### config.mk
export PLATFORM = sky130hd
export DESIGN_NAME = root_square
export DESIGN_NICKNAME = d
export VERILOG_FILES = /design/src/rtl/root_square.sv
export SDC_FILE = /design/constraint.sdc
export NUM_CORES = 1
export LEC_CHECK = 0
export ABC_AREA = 1
export CAP_MARGIN = 10
export CORE_ASPECT_RATIO = 1.1
export CORE_MARGIN = 2
export CORE_UTILIZATION = 30
export DETAILED_ROUTE_END_ITERATION = 8
export PLACE_DENSITY_LB_ADDON = 0.05
export SLEW_MARGIN = 0
export SYNTH_ARGS = -nofsm -noshare
export SYNTH_HDL_FRONTEND = slang
export SYNTH_SLANG_ARGS = --single-unit
### constraint.sdc
create_clock -name clk -period 3.8 [get_ports clk]
set_input_delay 0.95 -clock clk [delete_from_list [all_inputs] [get_ports clk]]
set_output_delay 0.95 -clock clk [all_outputs]
set_load 0.05 [all_outputs]
### src/rtl/root_square.sv
// Inverse of the restoring square-root unit: rebuilds d = q*q + r with a
// 16-step sequential shift-add squarer, one bit of q per clock.
module root_square (
   input  logic        clk,
   input  logic        reset,
   input  logic [15:0] q,
   input  logic [16:0] r,
   input  logic        load,
   output logic [31:0] d,
   output logic        busy,
   output logic        ready,
   output logic [3:0]  count,
   output logic        ovf,
   output logic        inv
);

   localparam int unsigned QW = 16;
   localparam int unsigned RW = 17;
   localparam int unsigned DW = 32;
   localparam int unsigned AW = 33;
   localparam int unsigned CW = 4;
   localparam logic [CW-1:0] LAST_CNT = CW'(QW - 1);

   typedef enum logic {
      S_IDLE = 1'b0,
      S_RUN  = 1'b1
   } state_e;

   state_e          state_q, state_d;
   logic [QW-1:0]   q_q, q_d;
   logic [RW-1:0]   r_q, r_d;
   logic [AW-1:0]   acc_q, acc_d;
   logic [CW-1:0]   cnt_q, cnt_d;
   logic [DW-1:0]   res_q, res_d;
   logic            ovf_q, ovf_d;
   logic            inv_q, inv_d;
   logic            ready_q, ready_d;
   logic [AW-1:0]   addend;
   logic [AW-1:0]   acc_sum;

   // State register
   always_ff @(posedge clk or negedge reset) begin
      if (!reset) state_q <= S_IDLE;
      else        state_q <= state_d;
   end

   // Next-state logic
   always_comb begin
      state_d = state_q;
      case (state_q)
         S_IDLE:  if (load) state_d = S_RUN;
         S_RUN:   if (cnt_q == LAST_CNT) state_d = S_IDLE;
         default: state_d = S_IDLE;
      endcase
   end

   // Partial product for the current bit; 33-bit sum so the carry out is kept
   assign addend  = q_q[cnt_q] ? (AW'(q_q) << cnt_q) : '0;
   assign acc_sum = acc_q + addend;

   // Datapath and output next values
   always_comb begin
      q_d     = q_q;
      r_d     = r_q;
      acc_d   = acc_q;
      cnt_d   = cnt_q;
      res_d   = res_q;
      ovf_d   = ovf_q;
      inv_d   = inv_q;
      ready_d = ready_q;
      case (state_q)
         S_IDLE: begin
            if (load) begin
               q_d     = q;
               r_d     = r;
               acc_d   = AW'(r);
               cnt_d   = '0;
               ready_d = 1'b0;
               ovf_d   = 1'b0;
               inv_d   = 1'b0;
            end
         end
         S_RUN: begin
            acc_d = acc_sum;
            cnt_d = cnt_q + CW'(1);
            if (cnt_q == LAST_CNT) begin
               res_d   = acc_sum[DW-1:0];
               ovf_d   = acc_sum[AW-1];
               inv_d   = (r_q > {q_q, 1'b0});
               ready_d = 1'b1;
            end
         end
         default: ;
      endcase
   end

   always_ff @(posedge clk or negedge reset) begin
      if (!reset) begin
         q_q     <= '0;
         r_q     <= '0;
         acc_q   <= '0;
         cnt_q   <= '0;
         res_q   <= '0;
         ovf_q   <= 1'b0;
         inv_q   <= 1'b0;
         ready_q <= 1'b0;
      end else begin
         q_q     <= q_d;
         r_q     <= r_d;
         acc_q   <= acc_d;
         cnt_q   <= cnt_d;
         res_q   <= res_d;
         ovf_q   <= ovf_d;
         inv_q   <= inv_d;
         ready_q <= ready_d;
      end
   end

   assign d     = res_q;
   assign busy  = (state_q == S_RUN);
   assign ready = ready_q;
   assign count = cnt_q;
   assign ovf   = ovf_q;
   assign inv   = inv_q;

endmodule

== Word level (Yosys, flattened, before mapping) ==
Cells that the tools add are included.

* Flip-flop bits (word level): 106
* Bits in latches: 0
* RAM bits: 0
* Memory bits (read-only): 0
* Input port bits: 36
* Output and inout bits: 40
* Word-level logic and storage cells: 38
* Memories: 0

* Add/sub/neg operators: 2
* Multiply operators: 0
* Div/mod/pow operators: 0
* $lt $le $gt $ge: 2
* Equal/unequal tests: 3
* Shift-type cells: 1
* Mux-type cells: 17
* Bitwise gates (word level): 1
* Reductions and logical operators: 3

{| class="wikitable"
|+ Operators with widths
! kind !! count
|-
| 2-to-1 mux 33 bit || 2
|-
| one-hot mux 33 bit (2 select lines) || 1
|-
| adder 33 bit || 1
|-
| left shift 16 x 4 -> 33 bit || 1
|-
| greater-than comparator 17 bit || 1
|-
| one-hot mux 1 bit (2 select lines) || 4
|-
| one-hot mux 4 bit (2 select lines) || 1
|-
| 2-to-1 mux 1 bit || 7
|-
| AND reduction 2 bit || 3
|-
| < comparator 4 x 5 -> 1 bit, second input constant || 1
|-
| adder 4 x 1 -> 4 bit, second input constant || 1
|-
| binary-select mux 1 bit (select 4 bit) || 1
|-
| equality test 4 bit, second input constant || 1
|-
| 2-to-1 mux 4 bit || 1
|-
| inequality test 2 x 1 -> 1 bit, second input constant || 1
|-
| inequality test 2 bit, second input constant || 1
|-
| inverter 1 bit || 1
|}

== Logic depth before layout (Yosys ltp) ==
Gate-level depths: netlist of the first run.

* Depth after elaboration: 6
* Gate-level depth with buffers: 25
* Mapped depth without buffers: 24

== Least setup slack after synthesis of the first run ==
No wires, ideal clock.

* Path type: reg-to-reg
* Start: reg cnt_q[0], in the netlist count[0]
* End: reg acc_q[32]
* Setup time: 0.126 ns
* Arrival: 2.910 ns
* Setup slack: 0.764 ns
* Cell stages (with the launch flop): 20
* Cells stage by stage: dfrtp_1 -> inv_1 -> nand2_2 -> a21oi_1 -> o21ai_1 -> nand2_1 -> nand2_4 -> nand2_4 -> buf_12 -> nand2_2 -> inv_2 -> ha_1 -> nand2_1 -> inv_1 -> a21oi_1 -> nand2_1 -> a21oi_1 -> nand3_1 -> nand3_1 -> o21ai_0

* Longest elaborated chain between the ends: 5
* Elaborated cells on any way between the ends: 6
* Classes of those cells: 1 x add/sub; 1 x shift; 4 x mux

{| class="wikitable"
|+ RTL lines
! what !! line !! source
|-
| start, declared || 33 || <nowiki>logic [CW-1:0] cnt_q, cnt_d;</nowiki>
|-
| start signal, assigned || 111 || <nowiki>cnt_q <= cnt_d;</nowiki>
|-
| binary-select mux 1 bit (select 4 bit) || 58 || <nowiki>assign addend = q_q[cnt_q] ? (AW'(q_q) << cnt_q) : '0;</nowiki>
|-
| 2-to-1 mux 1 bit (not written as such) || 58 ||
|-
| 2-to-1 mux 33 bit * || 58 ||
|-
| adder 33 bit * || 59 || <nowiki>assign acc_sum = acc_q + addend;</nowiki>
|-
| one-hot mux 33 bit (2 select lines) * || 71 || <nowiki>case (state_q)</nowiki>
|-
| end signal, assigned || 101 || <nowiki>acc_q <= '0;</nowiki>
|-
| end signal, assigned || 110 || <nowiki>acc_q <= acc_d;</nowiki>
|-
| end, declared || 32 || <nowiki>logic [AW-1:0] acc_q, acc_d;</nowiki>
|}

Mark *: on every way between the ends. The rest lies on a longest branch, timed or not. The select of a mux whose other input is x is not followed.
A chain may end at the register's enable or synchronous reset.

== Worst setup path after layout of the first run ==
* Start: reg cnt_q[0], in the netlist count[0]
* End: reg acc_q[26]

Same word-level chain as after synthesis.

==> results of run 1 <==
## logic make-up (layout without fill, tap and decap cells)
group           count (synthesis)  in the layout
simple gates                  677            677
buf+inv                       165            232
compound gates                137            137
flops                         106            106
fa+ha+maj                      49             49
xor+xnor                       16             16
mux                             1              1
## per-stage QoR
step           instance area [sq um]  hold slack [ns]
2_1_floorplan                   7624           0.4505
3_3_place_gp                    8677           0.4665
3_5_place_dp                    8677           0.4694
4_1_cts                         8999           0.4890
5_1_grt                         9005           0.5106
6_report                        9005           0.4837
## worst max-delay path, stage by stage (launching register included)
cell and delay, ns:
sky130_fd_sc_hd__dfrtp_1 0.35, sky130_fd_sc_hd__buf_4 0.24, sky130_fd_sc_hd__inv_1 0.16, sky130_fd_sc_hd__nand2_1 0.13
sky130_fd_sc_hd__nand3_1 0.08, sky130_fd_sc_hd__nand3_1 0.10, sky130_fd_sc_hd__o211ai_2 0.10, sky130_fd_sc_hd__nand2_4 0.14
sky130_fd_sc_hd__nand2_4 0.16, sky130_fd_sc_hd__nand2_2 0.12, sky130_fd_sc_hd__inv_2 0.03, sky130_fd_sc_hd__ha_1 0.40
sky130_fd_sc_hd__nand2_1 0.18, sky130_fd_sc_hd__nor4_2 0.40, sky130_fd_sc_hd__nand3_1 0.24, sky130_fd_sc_hd__nand2_1 0.12
sky130_fd_sc_hd__nand2_1 0.07, sky130_fd_sc_hd__nand3_1 0.07, sky130_fd_sc_hd__nand2_1 0.06
## layer usage
metal  vias up  part of all wire (%)
li1       3735                     -
met4         0                   1.4
met3        20                   2.1
met2       100                    51
met5         -                     0
met1      3386                    46
## final cells by class
| cell class | instances | area [sq um] |
|---|---|---|
| fillers | 2745 | 16110 |
| flip-flops and latches | 106 | 2653 |
| inverters | 129 | 484.2 |
| repair buffers | 87 | 850.8 |
| well taps | 315 | 394.1 |
| clock inverters | 6 | 82.58 |
| multi-input cells | 880 | 4302 |
| clock buffers | 10 | 239.0 |
## timing repair
item,4_1_cts,5_1_grt
endpoints found under the setup margin,0,2
hold buffers,0,0
resized for setup,0,1
## cell usage in the layout, fill, tap and decap left out, drive strengths merged, types with 2 or more instances in the layout
| master | instances |
|---|---|
| nand2 | 517 |
| inv | 131 |
| dfrtp | 106 |
| o21ai | 81 |
| clkdlybuf4s50 | 74 |
| nand3 | 71 |
| nor2 | 65 |
| ha | 48 |
| a21oi | 42 |
| xor2 | 15 |
| buf | 13 |
| clkbuf | 10 |
| nor3 | 8 |
| nand3b | 6 |
| o21bai | 5 |
| o211ai | 4 |
| or2 | 4 |
| nand4 | 3 |
| clkinv | 2 |
## worst max path at each step
stage / slack, ns / endpoint / depth (start not counted)
detailed placement: 0.33 / d[26]$_DFFE_PN0P_ / 18
CTS: 0.29 / acc_q[26]$_DFFE_PN0P_ / 18
floorplan: 0.76 / acc_q[32]$_DFFE_PN0P_ / 19
global route: 0.003 / acc_q[28]$_DFFE_PN0P_ / 23
finish: 0.51 / acc_q[26]$_DFFE_PN0P_ / 18
global placement: 0.25 / acc_q[26]$_DFFE_PN0P_ / 18
## sequential cells by signal, summed over array words and instances (netlist names)
| signal | flops |
|---|---|
| r_q | 17 |
| ready | 1 |
| inv | 1 |
| ovf | 1 |
| q_q | 16 |
| busy | 1 |
| d | 32 |
| acc_q | 33 |
| count | 4 |
==> out/summary.json, run 1 <==
{
  "run_status": {
    "run_status": "finished, final reports clean"
  },
  "drt": {
    "detailroute.via_count": 7241,
    "post-route-drc-count": 0,
    "detail_route.wirelength_um": 25960,
    "vias_per_cell": 4.723,
    "detailedRoute.firstPassIterationCount": 5,
    "post_drt_wl_per_cell_um": 16.93,
    "drtIter0Drc": 397,
    "antenna_left": 0
  },
  "grt": {
    "busiest_layer": "met2",
    "grt_start_max_net_pins": 59,
    "global_route_wire_length_before_repair_um": 41040,
    "first_global_vias": 7394,
    "number_of_antenna_violations_at_the_first_check_in_global_routing": 0,
    "gr-total-overflow": 0,
    "grt_util_all_layers_pct": 20.24,
    "gr-usage-met1_pct": 25.72,
    "gr-usage-met3_pct": 2.293,
    "global_route.usage.met2_pct": 36.92
  },
  "logic_synthesis": {
    "synth-seq-cells": 106,
    "synthesized_netlist_cell_count": 1151,
    "synth_enable_flop_cells": 0,
    "synth_xor_xnor_area_share_pct": 1.838,
    "synth.lib_cells_used.distinct": 43,
    "top_cell_type_by_total_area_after_synthesis": "sky130_fd_sc_hd__dfrtp_1",
    "synth_area_per_cell_sq_um": 6.623,
    "synth_top_family_by_area": "simple AND/OR/NAND/NOR gates",
    "synth.top_cells.by_count": "sky130_fd_sc_hd__nand2_1 (501), sky130_fd_sc_hd__inv_1 (114), sky130_fd_sc_hd__dfrtp_1 (106)",
    "post_synth_fa_ha_maj_area_fraction_pct": 8.140,
    "dominantRegCellSynth": "sky130_fd_sc_hd__dfrtp_1",
    "syn_nets": 1236,
    "post_synth_instance_area_sq_um": 7624,
    "synthSimpleGateAreaFrac_pct": 36.24,
    "synth-compound-area-share_pct": 9.962,
    "synth.area.top_cells": "sky130_fd_sc_hd__dfrtp_1 (35%), sky130_fd_sc_hd__nand2_1 (25%), sky130_fd_sc_hd__ha_1 (7.9%)",
    "register_area_share_after_synthesis_pct": 34.79,
    "synthesis.yosys.warnings": 0,
    "async_reset_ff_share_pct": 100.0,
    "post_synth_mux_area_share_pct": 0.1313,
    "synthMostInstantiatedCell": "sky130_fd_sc_hd__nand2_1",
    "synth_top_area_share_pct": 34.79
  },
  "setup_path": {
    "end_kind": "flip-flop",
    "criticalPathCategory": "flip-flop to flip-flop",
    "crit-reg2reg-capture": "acc_q[26]$_DFFE_PN0P_",
    "critical_path.max_fanout": 20,
    "timing.critical_path.from": "count[0]$_DFFE_PN0P_",
    "crit_arrival_ns": 3.54,
    "startpoint_type": "flip-flop",
    "r2r_start": "count[0]$_DFFE_PN0P_",
    "worstRegToRegCells": 18,
    "crit_required_ns": 4.06,
    "r2r_setup_slack_ns": 0.51
  },
  "place": {
    "place_hpwl_um": 20470,
    "pre_cts_slack_ns": 0.3293,
    "placed_instances": 1517,
    "gp_congestion": 0.9170,
    "buffer_ports.inserted": 75
  },
  "worst_hold_path": {
    "whs_endpoint": "d[24]$_DFFE_PN0P_",
    "min_path_cells": 2,
    "min-delay-start": "d[24]$_DFFE_PN0P_",
    "holdCritPathClass": "flip-flop to flip-flop"
  },
  "final_layout": {
    "final_layout_size_suffix_gt1_share_pct": 6.240,
    "nNetsFinal": 1298,
    "finalCoreUtilization_pct": 35.86,
    "fin_cells": 1533,
    "num_antenna_cells": 0,
    "syn_to_final_growth_pct": 18.12
  },
  "clocking": {
    "clkLatencyLatePin_ns": 0.37,
    "clockRootBuffer": "sky130_fd_sc_hd__clkbuf_16",
    "cts_made_buffers": 9,
    "clk_transition_reported_paths_ns": 0.08,
    "cts.sinks": 106,
    "post-cts-setup-buffer-count": 0,
    "h_tree_level_count": 3,
    "clk_path_buf_depth": 2,
    "tritoncts": "yes"
  },
  "die": {
    "dieHeight_um": 171.2,
    "initial_utilization_pct": 30.36,
    "num_io_pins": 76,
    "total_die_area_sq_um": 26700,
    "std_cell_core_area_sq_um": 25110,
    "row_count": 61,
    "die_x_um": 156.0
  },
  "sta": {
    "maxClockFrequency_mhz": 304.3,
    "worst_pin_slew_ns": 0.7281,
    "timing.final.setup_violations": 0,
    "totalNegativeSetupSlack_ns": 0,
    "layout_setup_ws_ns": 0.5137,
    "finalWorstPathRequiredPeriod_ns": 3.286,
    "grt_setup_unrepaired": "false",
    "finalCritPeriodShare_pct": 86.48,
    "timing.max_slew.rel_slack_pct": 51.39,
    "worst_clk_skew_ns": 0.01155,
    "hold_viol": 0,
    "maxSlewViolCount": 0
  },
  "run": {
    "max-cap-violations": 0
  }
}
Power of run 1 is left out: the tool's default activity adds up to more than one toggle a clock period on the data nets, which glitch-free logic cannot reach.
==> inputs of run 2 (changes only) <==
--- a/config.mk
+++ b/config.mk
@@ -11,6 +11,7 @@
 export CORE_MARGIN = 2
 export CORE_UTILIZATION = 30
 export DETAILED_ROUTE_END_ITERATION = 8
+export GPL_ROUTABILITY_DRIVEN = 1
 export PLACE_DENSITY_LB_ADDON = 0.05
 export SLEW_MARGIN = 0
 export SYNTH_ARGS = -nofsm -noshare
==> results of run 2 <==
The final DEF is identical to that of run 1; final timing and power are the same.
Power of run 2 is left out for the same reason.
